==> config.mk <==
export PLATFORM = sky130hd
export DESIGN_NAME = control_unit
export DESIGN_NICKNAME = d
export VERILOG_FILES = /design/src/rtl/control_pkg.sv /design/src/rtl/cu_output_decoder.sv /design/src/rtl/control_unit.sv
export SDC_FILE = /design/constraint.sdc
export NUM_CORES = 1
export LEC_CHECK = 0
export CAP_MARGIN = 40
export CELL_PAD_IN_SITES_DETAIL_PLACEMENT = 0
export CELL_PAD_IN_SITES_GLOBAL_PLACEMENT = 1
export CORE_UTILIZATION = 20
export DETAILED_ROUTE_END_ITERATION = 10
export PLACE_DENSITY_LB_ADDON = 0.1
export SETUP_SLACK_MARGIN = 0.15
export SLEW_MARGIN = 20
export SYNTH_ARGS = -nofsm -noshare
export SYNTH_HDL_FRONTEND = slang
export SYNTH_SLANG_ARGS = --single-unit
export TNS_END_PERCENT = 30
==> constraint.sdc <==
create_clock -name clk -period 1.89 [get_ports clk]
set_clock_uncertainty 0.2 [all_clocks]
set_input_delay 0.189 -clock clk [delete_from_list [all_inputs] [get_ports clk]]
set_output_delay 0.189 -clock clk [all_outputs]
set_load 0.05 [all_outputs]
==> src/rtl/control_pkg.sv <==
// Shared encodings for the control unit and datapath: FSM states, forced ALU ops,
// and mux select codes.
package control_pkg;

  typedef enum logic [3:0] {
    S_RST = 4'd0,
    S_F1  = 4'd1,
    S_F2  = 4'd2,
    S_F3  = 4'd3,
    S_DEC = 4'd4,
    S_DP  = 4'd5,
    S_LSA = 4'd6,
    S_LDW = 4'd7,
    S_LDB = 4'd8,
    S_STD = 4'd9,
    S_STW = 4'd10,
    S_BL1 = 4'd11,
    S_BR  = 4'd12
  } state_t;

  localparam logic [4:0] OP_SUB   = 5'b00010;
  localparam logic [4:0] OP_ADD   = 5'b00100;
  localparam logic [4:0] OP_PASSB = 5'b01101;
  localparam logic [4:0] OP_PASSA = 5'b10000;
  localparam logic [4:0] OP_INC4  = 5'b10001;

  localparam logic [1:0] MA_RN = 2'b00;
  localparam logic [1:0] MA_RD = 2'b01;
  localparam logic [1:0] MA_PC = 2'b10;

  localparam logic [1:0] MB_SHIFT = 2'b01;
  localparam logic [1:0] MB_MDR   = 2'b10;
  localparam logic [1:0] MB_ZERO  = 2'b11;

  localparam logic [2:0] MC_RD = 3'b000;
  localparam logic [2:0] MC_PC = 3'b001;
  localparam logic [2:0] MC_LR = 3'b100;

  localparam logic [1:0] SIZE_BYTE = 2'b00;
  localparam logic [1:0] SIZE_WORD = 2'b10;

  // IR[22] is the B bit of single data transfers
  function automatic logic [1:0] xfer_size(input logic byte_bit);
    return byte_bit ? SIZE_BYTE : SIZE_WORD;
  endfunction

endpackage

==> src/rtl/cu_output_decoder.sv <==
// Moore output decode for the control unit: every control line is a function of
// the current state and the instruction register only.
module cu_output_decoder
  import control_pkg::*;
(
  input  state_t      state,
  input  logic [31:0] IR,
  output logic        FR_ld,
  output logic        RF_ld,
  output logic        IR_ld,
  output logic        MAR_ld,
  output logic        MDR_ld,
  output logic        R_W,
  output logic        MOV,
  output logic        SE,
  output logic [1:0]  size,
  output logic [1:0]  MA,
  output logic [1:0]  MB,
  output logic [2:0]  MC,
  output logic        MD,
  output logic        ME,
  output logic [4:0]  OP
);

  logic unused_ir;
  assign unused_ir = ^{IR[31:25], IR[21], IR[19:0]};

  always_comb begin
    FR_ld  = 1'b0;
    RF_ld  = 1'b0;
    IR_ld  = 1'b0;
    MAR_ld = 1'b0;
    MDR_ld = 1'b0;
    R_W    = 1'b0;
    MOV    = 1'b0;
    SE     = 1'b0;
    size   = '0;
    MA     = '0;
    MB     = '0;
    MC     = '0;
    MD     = 1'b0;
    ME     = 1'b0;
    OP     = '0;
    case (state)
      S_F1: begin
        MA = MA_PC; MD = 1'b1; OP = OP_PASSA; MAR_ld = 1'b1;
      end
      S_F2: begin
        MA = MA_PC; MD = 1'b1; OP = OP_INC4; MC = MC_PC; RF_ld = 1'b1;
      end
      S_F3: begin
        MOV = 1'b1; R_W = 1'b1; size = SIZE_WORD; IR_ld = 1'b1;
      end
      S_DP: begin
        // TST/TEQ/CMP/CMN only update flags
        MA = MA_RN; MB = MB_SHIFT; MC = MC_RD;
        FR_ld = IR[20];
        RF_ld = (IR[24:23] != 2'b10);
      end
      S_LSA: begin
        MA = MA_RN; MB = MB_SHIFT; MD = 1'b1; MAR_ld = 1'b1;
        OP = IR[23] ? OP_ADD : OP_SUB;
      end
      S_LDW: begin
        MOV = 1'b1; R_W = 1'b1; MDR_ld = 1'b1; size = xfer_size(IR[22]);
      end
      S_LDB: begin
        MB = MB_MDR; MD = 1'b1; OP = OP_PASSB; MC = MC_RD; RF_ld = 1'b1;
      end
      S_STD: begin
        MA = MA_RD; MD = 1'b1; OP = OP_PASSA; ME = 1'b1; MDR_ld = 1'b1;
      end
      S_STW: begin
        MOV = 1'b1; size = xfer_size(IR[22]);
      end
      S_BL1: begin
        MA = MA_PC; MD = 1'b1; OP = OP_PASSA; MC = MC_LR; RF_ld = 1'b1;
      end
      S_BR: begin
        MA = MA_PC; MB = MB_SHIFT; MD = 1'b1; OP = OP_ADD; MC = MC_PC; RF_ld = 1'b1;
      end
      default: ;
    endcase
  end

endmodule

==> src/rtl/control_unit.sv <==
// Control unit top: state register and next-state logic; all control lines come
// from the combinational decoder so reset clears them without a clock edge.
module control_unit
  import control_pkg::*;
(
  input  logic        clk,
  input  logic        clr,
  input  logic [31:0] IR,
  input  logic        MOC,
  input  logic        Cond,
  output logic        FR_ld,
  output logic        RF_ld,
  output logic        IR_ld,
  output logic        MAR_ld,
  output logic        MDR_ld,
  output logic        R_W,
  output logic        MOV,
  output logic        SE,
  output logic [1:0]  size,
  output logic [1:0]  MA,
  output logic [1:0]  MB,
  output logic [2:0]  MC,
  output logic        MD,
  output logic        ME,
  output logic [4:0]  OP,
  output logic [3:0]  state
);

  state_t cur;

  logic unused_ir;
  assign unused_ir = ^{IR[31:28], IR[23:0]};

  always_ff @(posedge clk or negedge clr) begin
    if (!clr) begin
      cur <= S_RST;
    end else begin
      case (cur)
        S_RST: cur <= S_F1;
        S_F1:  cur <= S_F2;
        S_F2:  cur <= S_F3;
        S_F3:  cur <= MOC ? S_DEC : S_F3;
        S_DEC: begin
          // Unrecognised classes and failed conditions fall back to fetch
          if (!Cond)                    cur <= S_F1;
          else if (IR[27:26] == 2'b00)  cur <= S_DP;
          else if (IR[27:26] == 2'b01)  cur <= S_LSA;
          else if (IR[27:25] == 3'b101) cur <= IR[24] ? S_BL1 : S_BR;
          else                          cur <= S_F1;
        end
        S_DP:  cur <= S_F1;
        S_LSA: cur <= IR[20] ? S_LDW : S_STD;
        S_LDW: cur <= MOC ? S_LDB : S_LDW;
        S_LDB: cur <= S_F1;
        S_STD: cur <= S_STW;
        S_STW: cur <= MOC ? S_F1 : S_STW;
        S_BL1: cur <= S_BR;
        S_BR:  cur <= S_F1;
        default: cur <= S_RST;
      endcase
    end
  end

  assign state = cur;

  cu_output_decoder u_dec (
    .state  (cur),
    .IR     (IR),
    .FR_ld  (FR_ld),
    .RF_ld  (RF_ld),
    .IR_ld  (IR_ld),
    .MAR_ld (MAR_ld),
    .MDR_ld (MDR_ld),
    .R_W    (R_W),
    .MOV    (MOV),
    .SE     (SE),
    .size   (size),
    .MA     (MA),
    .MB     (MB),
    .MC     (MC),
    .MD     (MD),
    .ME     (ME),
    .OP     (OP)
  );

endmodule

Word-level counts from Yosys, hierarchy flattened. Index checks and enable logic that the tools add are counted.

Bits in registers: 4. Input port bits: 36. Output and inout port bits: 28. Logic and storage cells: 56.

Eq/ne operators: 15. Multiplexer cells: 26. Reduce and logical (&&, ||, !) cells: 14.

Operators by type and width (number): 4-bit one-hot mux with 10 select lines (1); 4-bit two-way mux (7); 5-bit one-hot mux with 5 select lines (1); 4-bit == test (second input constant) (5); 4-bit by 3-bit == test with 1-bit output (second input constant) (4); 2-bit one-hot mux with 2 select lines (3); 4-bit OR reduction (3); 2-bit OR reduction (5); 3-bit two-way mux (3); 3-bit OR reduction (3); 4-bit by 2-bit == test with 1-bit output (second input constant) (2); 1-bit two-way mux (8); 7-bit OR reduction (1); 3-bit one-hot mux with 2 select lines (1); 4-bit by 1-bit == test with 1-bit output (second input constant) (1); 4-bit logical NOT (1); 3-bit == test (second input constant) (1); 2-bit by 1-bit == test with 1-bit output (second input constant) (1); 2-bit logical NOT (1); 2-bit two-way mux (1); 2-bit != test (second input constant) (1); 1-bit one-hot mux with 2 select lines (1).

Longest topological paths before layout. Gate-level depths: netlist of the first run.

Word-level depth: 6. Depth in mapped cells: 6. Depth with buffers taken out: 4.

By module. Synthesis of the first run repeated with hierarchy kept, for this count alone.

Cell total of the unflattened synthesis: 111. Area, all modules: 749.5 um^2.

Modules (own cells, without submodules): cu_output_decoder (times used 1, cells an instance 66, area each 392.9 um^2, seq. area each 0.0 um^2); control_unit (times used 1, cells an instance 45, area each 356.6 um^2, seq. area each 100.1 um^2).

Least setup slack after synthesis of the first run. No wires, ideal clock.

Path type: register to output. Start point: register cur[2], in the netlist state[2]. End point: output MA[1]. Data arrival time: 2.323 ns. Data required time: 1.501 ns. Path slack: -0.822 ns. Cell stages (with the launch flop): 5. Path buffers: 2. Cell sequence: dfrtp_1 buf_6 buf_2 nand2_1 o32ai_1.

Cells in the longest elaborated chain, start to end: 3. Elaborated cells on any way between the ends: 7. Those cells by class: 5 x eq/ne; 1 x mux; 1 x reduce/logical.

Ends and longest elaborated chain: from (decl) (line control_unit.sv:29) `state_t cur;`; from (signal assigned) (line control_unit.sv:42) `S_F3: cur <= MOC ? S_DEC : S_F3;`; from (signal assigned) (line control_unit.sv:48) `else if (IR[27:25] == 3'b101) cur <= IR[24] ? S_BL1 : S_BR;`; from (signal assigned) (line control_unit.sv:52) `S_LSA: cur <= IR[20] ? S_LDW : S_STD;`; 4-bit by 1-bit == test with 1-bit output, or another cell as far along (line cu_output_decoder.sv:44) `case (state)`; 4-bit OR reduction (no source line); 2-bit one-hot mux with 2 select lines * (line cu_output_decoder.sv:44); to (decl) (line control_unit.sv:20) `output logic [1:0] MA,`.

Mark *: on every way between the ends. The rest lies on a longest branch, timed or not.

Final worst setup path of the first run.
Start point: register cur[3], in the netlist state[3]. End point: output MD.

Cells in the longest elaborated chain, start to end: 3. Elaborated cells on any way between the ends: 9. Those cells by class: 7 x eq/ne; 1 x mux; 1 x reduce/logical.

Ends and longest elaborated chain: 4-bit by 1-bit == test with 1-bit output, or another cell as far along (line cu_output_decoder.sv:44); 7-bit OR reduction (no source line) *; 1-bit two-way mux * (line cu_output_decoder.sv:44); to (decl) (line control_unit.sv:23) `output logic MD,`.

Marks and branches as above.

==> results_dict.tcl, run 1 <==
set metrics [dict create \
    status "finished, violations left" \
    violations "negative setup slack" \
    viasPerCell 4.652 \
    hold_depth 3 \
    rsz0062_at_grt "yes" \
    synth_top_area_share_pct 13.77 \
    ant_nets 0 \
    core_region_area_um2 3416 \
    wirelength_um 2572 \
    drt_iter0_markers 29 \
    period_share_pct 101.7 \
    ir_worst_vdd_mv 1.110 \
    power.density_nw_per_um2 2292 \
    start_kind "flop" \
    finalSetupTns_ps -83.55 \
    place_inst 184 \
    cts_inserted_buffers 3 \
    synth_area_leaders "dfrtp_1, nor2_1, buf_4" \
    post-place-ws_ps 119.5 \
    htreeDepth 1 \
    postSynthAreaPerCell_um2 6.858 \
    r2r_start "state[0]" \
    clk_latency_ps 240 \
    layout-drive-gt1-share_pct 62.11 \
    final_cells 207 \
    p_total_mw 4.061 \
    timing.hold.ws_ps 392.8 \
    startpoint "state[3]" \
    cts.clk_slew.worst_paths_ps 40 \
    cpMaxStageDelayCell "dfrtp_2" \
    critPathMaxFanout 8 \
    hold_violations 0 \
    yosys_warnings 0 \
    cp_cell_sequence "and2b_4 > buf_4 > buf_4 > o22ai_2 > buf_12" \
    syn2layout_area_growth_pct 143.7 \
    clockBufferDepth 2 \
    crit_top_cell "buf_4" \
    n_antenna_cell 0 \
    async_reset_ff_share_pct 100.0 \
    die_x_um 62.29 \
    p_leak_nw 0.7010 \
    yosysUniqueCellTypes 35 \
    drt-pass1-iter-count 4 \
    drv_cap 0 \
    port-buffer-count 35 \
    fmax_mhz 520.1 \
    dieArea_um2 3880 \
    clock_sinks 4 \
    synth_flop_cell "dfrtp_1" \
    gp_congestion 0.7771 \
    rr_worst_depth 5 \
    grt_pass1_wl_um 4229 \
    critPathArrivalTime_ps 1530 \
    chipHeight_um 62.29 \
    design.portCount 64 \
    syn-instance-count 106 \
    cpPeakStageDelay_ps 440 \
    dp_hpwl_um 1779 \
    grt_max_degree 28 \
    grt_use_total_pct 13.35 \
    yosysTopAreaCell "dfrtp_1" \
    seq_area_frac_synth_pct 13.77 \
    crit_required_ps 1500 \
    clk_root_buffer_cell "clkbuf_4" \
    synth_area_um2 726.9 \
    holdCritStartpoint "Cond" \
    setup_violations 4 \
    synth_most_common_cell "nor2_1" \
    period_needed_ps 1923 \
    yosys-top-cells-count "nor2_1, a21oi_1, buf_4" \
    r2r-end "state[0]" \
    antenna_found_initial 0 \
    cts_tree "yes" \
    rows 21 \
    dr_total_vias 963 \
    grt_overflow 0 \
    route.detailed.drc 0 \
    crit_type "flop to output port" \
    largest_register_ffs 4 \
    initial_core_util_pct 21.28 \
    slew_violations 0 \
    avgRoutedWirePerCell_um 12.43 \
    reg2reg_slack_ps 310 \
    finalWorstSetupSlack_ps -32.65 \
    hold_path_class "input pin to flop" \
    ys_seq_elements 4 \
    grt_pass1_vias 913 \
    final_nets 199 \
    end_kind "output port" \
    worstHoldEndpoint "state[2]" \
    synth-edff-count 0 \
]
[routing by layer]
layer	track usage [%]	wire (um)	vias up
li1	-	-	481
met5	0	0	-
met3	2.941	162	2
met4	3.488	10	0
met1	17.05	1066	437
met2	22.53	1332	43
[repair_timing]
| action | 4_1_cts | 5_1_grt |
|---|---|---|
| setup buffers | 11 | 8 |
| resized for setup | 17 | 9 |
| setup endpoints to repair | 19 | 21 |
| pin swaps | 9 | 10 |
| hold buffers | 1 | 0 |
| hold endpoints to repair | 4 | 0 |
[cell families (layout without fill, tap and decap cells)]
family / count (synthesis) / in the layout / share of synthesized area (%)
other cells: 1 / 3 / 0.5159
flops: 4 / 4 / 13.77
compound gates: 30 / 30 / 26.85
buf+inv: 15 / 68 / 14.46
simple gates: 56 / 56 / 44.41
[layout by cell type, fill, tap and decap left out, drive strengths merged, types with 3 or more instances in the layout]
| master | Yosys | final |
|---|---|---|
| nand2b | 8 | 8 |
| a31oi | 4 | 4 |
| o22ai | 6 | 6 |
| conb | 1 | 3 |
| nand2 | 4 | 4 |
| clkdlybuf4s50 | 0 | 10 |
| nor2b | 7 | 7 |
| and2b | 3 | 3 |
| clkbuf | 1 | 3 |
| buf | 13 | 53 |
| nor3 | 5 | 5 |
| dfrtp | 4 | 4 |
| nor2 | 23 | 23 |
| a21oi | 8 | 8 |
[critical path, delay by kind of cell (launching register included)]
kind | cells | cell delay [ps]
AOI/OAI and AO/OA | 1 | 200
DFF | 1 | 440
and+or+nand+nor | 1 | 230
buffers and inverters | 3 | 420
[worst max path at each step]
| stage | to |
|---|---|
| floorplan | OP[1] |
| detailed placement | RF_ld |
| finish | MD |
| global route | RF_ld |
| CTS | OP[0] |
| global placement | RF_ld |
[per-stage QoR]
stage / util, % / area, um2
floorplan: - / 913.4
global placement: 43.59 / 1489
detailed placement: 43.59 / 1489
CTS: 49.05 / 1675
global route: 51.87 / 1772
finish: 51.87 / 1772
[power by group]
part | switching (mW) | leakage, nW | internal, mW
Sequential | 0.0812 | 0.0448 | 0.133
Combinational | 1.96 | 0.642 | 1.78
Clock | 0.0404 | 0.0138 | 0.0714
Total | 2.08 | 0.701 | 1.98
[cell type report]
cell class / count / area [um2]
Sequential cell: 4 / 105.1
Clock buffer: 3 / 22.52
Inverter: 1 / 7.507
Tap cell: 46 / 57.56
Multi-Input combinational cell: 89 / 728.2
Fill cell: 337 / 1644
Timing Repair Buffer: 64 / 850.8
(Power assumes the default switching activity.)
==> inputs of run 2 (changes only) <==
--- a/config.mk
+++ b/config.mk
@@ -8,7 +8,7 @@
 export CAP_MARGIN = 40
 export CELL_PAD_IN_SITES_DETAIL_PLACEMENT = 0
 export CELL_PAD_IN_SITES_GLOBAL_PLACEMENT = 1
-export CORE_UTILIZATION = 20
+export CORE_UTILIZATION = 21
 export DETAILED_ROUTE_END_ITERATION = 10
 export PLACE_DENSITY_LB_ADDON = 0.1
 export SETUP_SLACK_MARGIN = 0.15
==> constraint.sdc (replaced) <==
create_clock -name clk -period 2.35 [get_ports clk]
set_clock_uncertainty 0.2 [all_clocks]
set_input_delay 0.235 -clock clk [delete_from_list [all_inputs] [get_ports clk]]
set_output_delay 0.235 -clock clk [all_outputs]
set_load 0.05 [all_outputs]
==> run 2 against run 1 <==
Compared with the run above:
- the flow now finishes without violations
- count of clock-buffer cells in the layout stayed put
- power is 39% lower
- sequential share of layout area is 1.9 points higher
- utilization is 11 points lower
- register-to-register slack better by 340 ps
- via count is 13% lower
- critical endpoint is now MA[1]
- cell count is 12% lower
- design area is 27% lower
- global-route usage is 1.5 points lower
- largest power group unchanged
==> results_dict.tcl, run 2 (synthesis gave the netlist of run 1 again) <==
set metrics [dict create \
    largest_register_ffs 4 \
    slew_violations 0 \
    die_x_um 60.84 \
    core_region_area_um2 3178 \
    design_area_um2 1297 \
    grt_max_degree 15 \
    dr_total_vias 842 \
    drv_cap 0 \
    period_needed_ps 2150 \
    grt_pass1_vias 723 \
    hold_path_class "input pin to flop" \
    critPathMaxFanout 13 \
    design.portCount 64 \
    viasPerCell 4.626 \
    htreeDepth 1 \
    chipHeight_um 60.84 \
    r2r-end "state[0]" \
    avgRoutedWirePerCell_um 12.03 \
    status "finished clean" \
    cts_inserted_buffers 3 \
    clockBufferDepth 2 \
    p_total_mw 2.471 \
    port-buffer-count 35 \
    top_usage_layer "met2" \
    drt-pass1-iter-count 4 \
    rr_worst_depth 4 \
    clock_sinks 4 \
    critPathArrivalTime_ps 1710 \
    ant_nets 0 \
    mostFrequentLayoutCell "nor2_1" \
    hold_violations 0 \
    rsz0062_at_grt "yes" \
    layout_common_cells "nor2_1, buf_12, buf_4" \
    crit_required_ps 1910 \
    drt_iter0_markers 15 \
    r2r_start "state[3]" \
    end_kind "output port" \
    initial_core_util_pct 22.87 \
    period_share_pct 91.48 \
    rows 20 \
    layout-drive-gt1-share_pct 31.16 \
    cts_tree "yes" \
    clk_root_buffer_cell "clkbuf_4" \
    fmax_mhz 465.2 \
    gp_congestion 0.7238 \
    grt_overflow 0 \
    clk_latency_ps 240 \
    dp_hpwl_um 1712 \
    grt_pass1_wl_um 3298 \
    wirelength_um 2189 \
    power.density_nw_per_um2 1904 \
    n_antenna_cell 0 \
    grtUsageMet2_pct 19.94 \
    syn2layout_area_growth_pct 78.48 \
    ir_worst_vdd_mv 0.4906 \
    reg2reg_slack_ps 650 \
    route.detailed.drc 0 \
    placed_area_um2 1264 \
    met1_usage_pct 15.86 \
    cts.clk_slew.worst_paths_ps 40 \
    p_leak_nw 0.5178 \
    startpoint "state[1]" \
    grt_use_total_pct 11.87 \
    hold_depth 3 \
    worstHoldEndpoint "state[2]" \
    dieArea_um2 3701 \
    n_fill_cell 357 \
    final_nets 176 \
    antenna_found_initial 0 \
    finalSetupTns_ps 0 \
    crit_type "flop to output port" \
    holdCritStartpoint "Cond" \
    start_kind "flop" \
    grt_use_met3_pct 0.6397 \
    setup_violations 0 \
]
[run 2: changes by cell type in the layout (fill, tap and decap cells not counted), moves of 4 or more]
| cell | change |
|---|---|
| nor2_4 | -5 |
| nor2_2 | -9 |
| nor2_1 | +14 |
| buf_6 | -6 |
| buf_12 | -6 |
| nand2b_1 | +4 |
| buf_4 | -10 |
[run 2: layer usage]
metal	vias up	wire (um)	part of all wire, %
li1	430	-	-
met1	388	1113	51
met2	22	998	46
met3	2	61	2.8
met4	0	16	0.73
met5	-	0	0
[run 2: how the worst max path moves through the flow]
stage	to	depth (start not counted)
2_1_floorplan	MB[1]	3
4_1_cts	MA[1]	5
3_3_place_gp	MA[1]	5
5_1_grt	MA[1]	5
6_report	MA[1]	5
3_5_place_dp	RF_ld	5
[run 2: final cells by class]
class | count | area (um2) | area share [%]
clock buffer | 3 | 22.52 | 1.736
inverter | 1 | 3.754 | 0.2893
multi-input combinational | 89 | 541.8 | 41.76
sequential | 4 | 101.3 | 7.811
tap | 44 | 55.05 | 4.243
timing repair buffer | 41 | 573.1 | 44.17
[run 2: worst max-delay path, cell delays in order, from the launching register on]
cell	delay (ps)
dfrtp_1	580
and2b_1	290
nor2_4	150
a21oi_1	90
o32ai_2	180
buf_12	180
[run 2: repair_timing]
action,4_1_cts,5_1_grt
gates resized for setup,0,1
setup endpoints to repair,0,5
endpoints found under the hold margin,4,0
buffers inserted,0,0
hold buffers,1,0
[run 2: power breakdown]
part	switching [mW]	leakage (nW)	total, mW	internal, mW
Sequential	0.0835	0.0483	0.185	0.101
Combinational	1.27	0.456	2.20	0.936
Clock	0.0279	0.0138	0.0850	0.0571
[run 2: through the flow]
stage,hold WS [ps],setup WS [ps],std cells,util [%]
2_1_floorplan,-260.6,-199.3,108,-
3_3_place_gp,239.4,443.1,178,39.76
3_5_place_dp,247.3,417.4,178,39.76
4_1_cts,445.6,193.0,182,40.79
5_1_grt,467.9,117.7,182,40.83
6_report,451.2,200.3,182,40.83
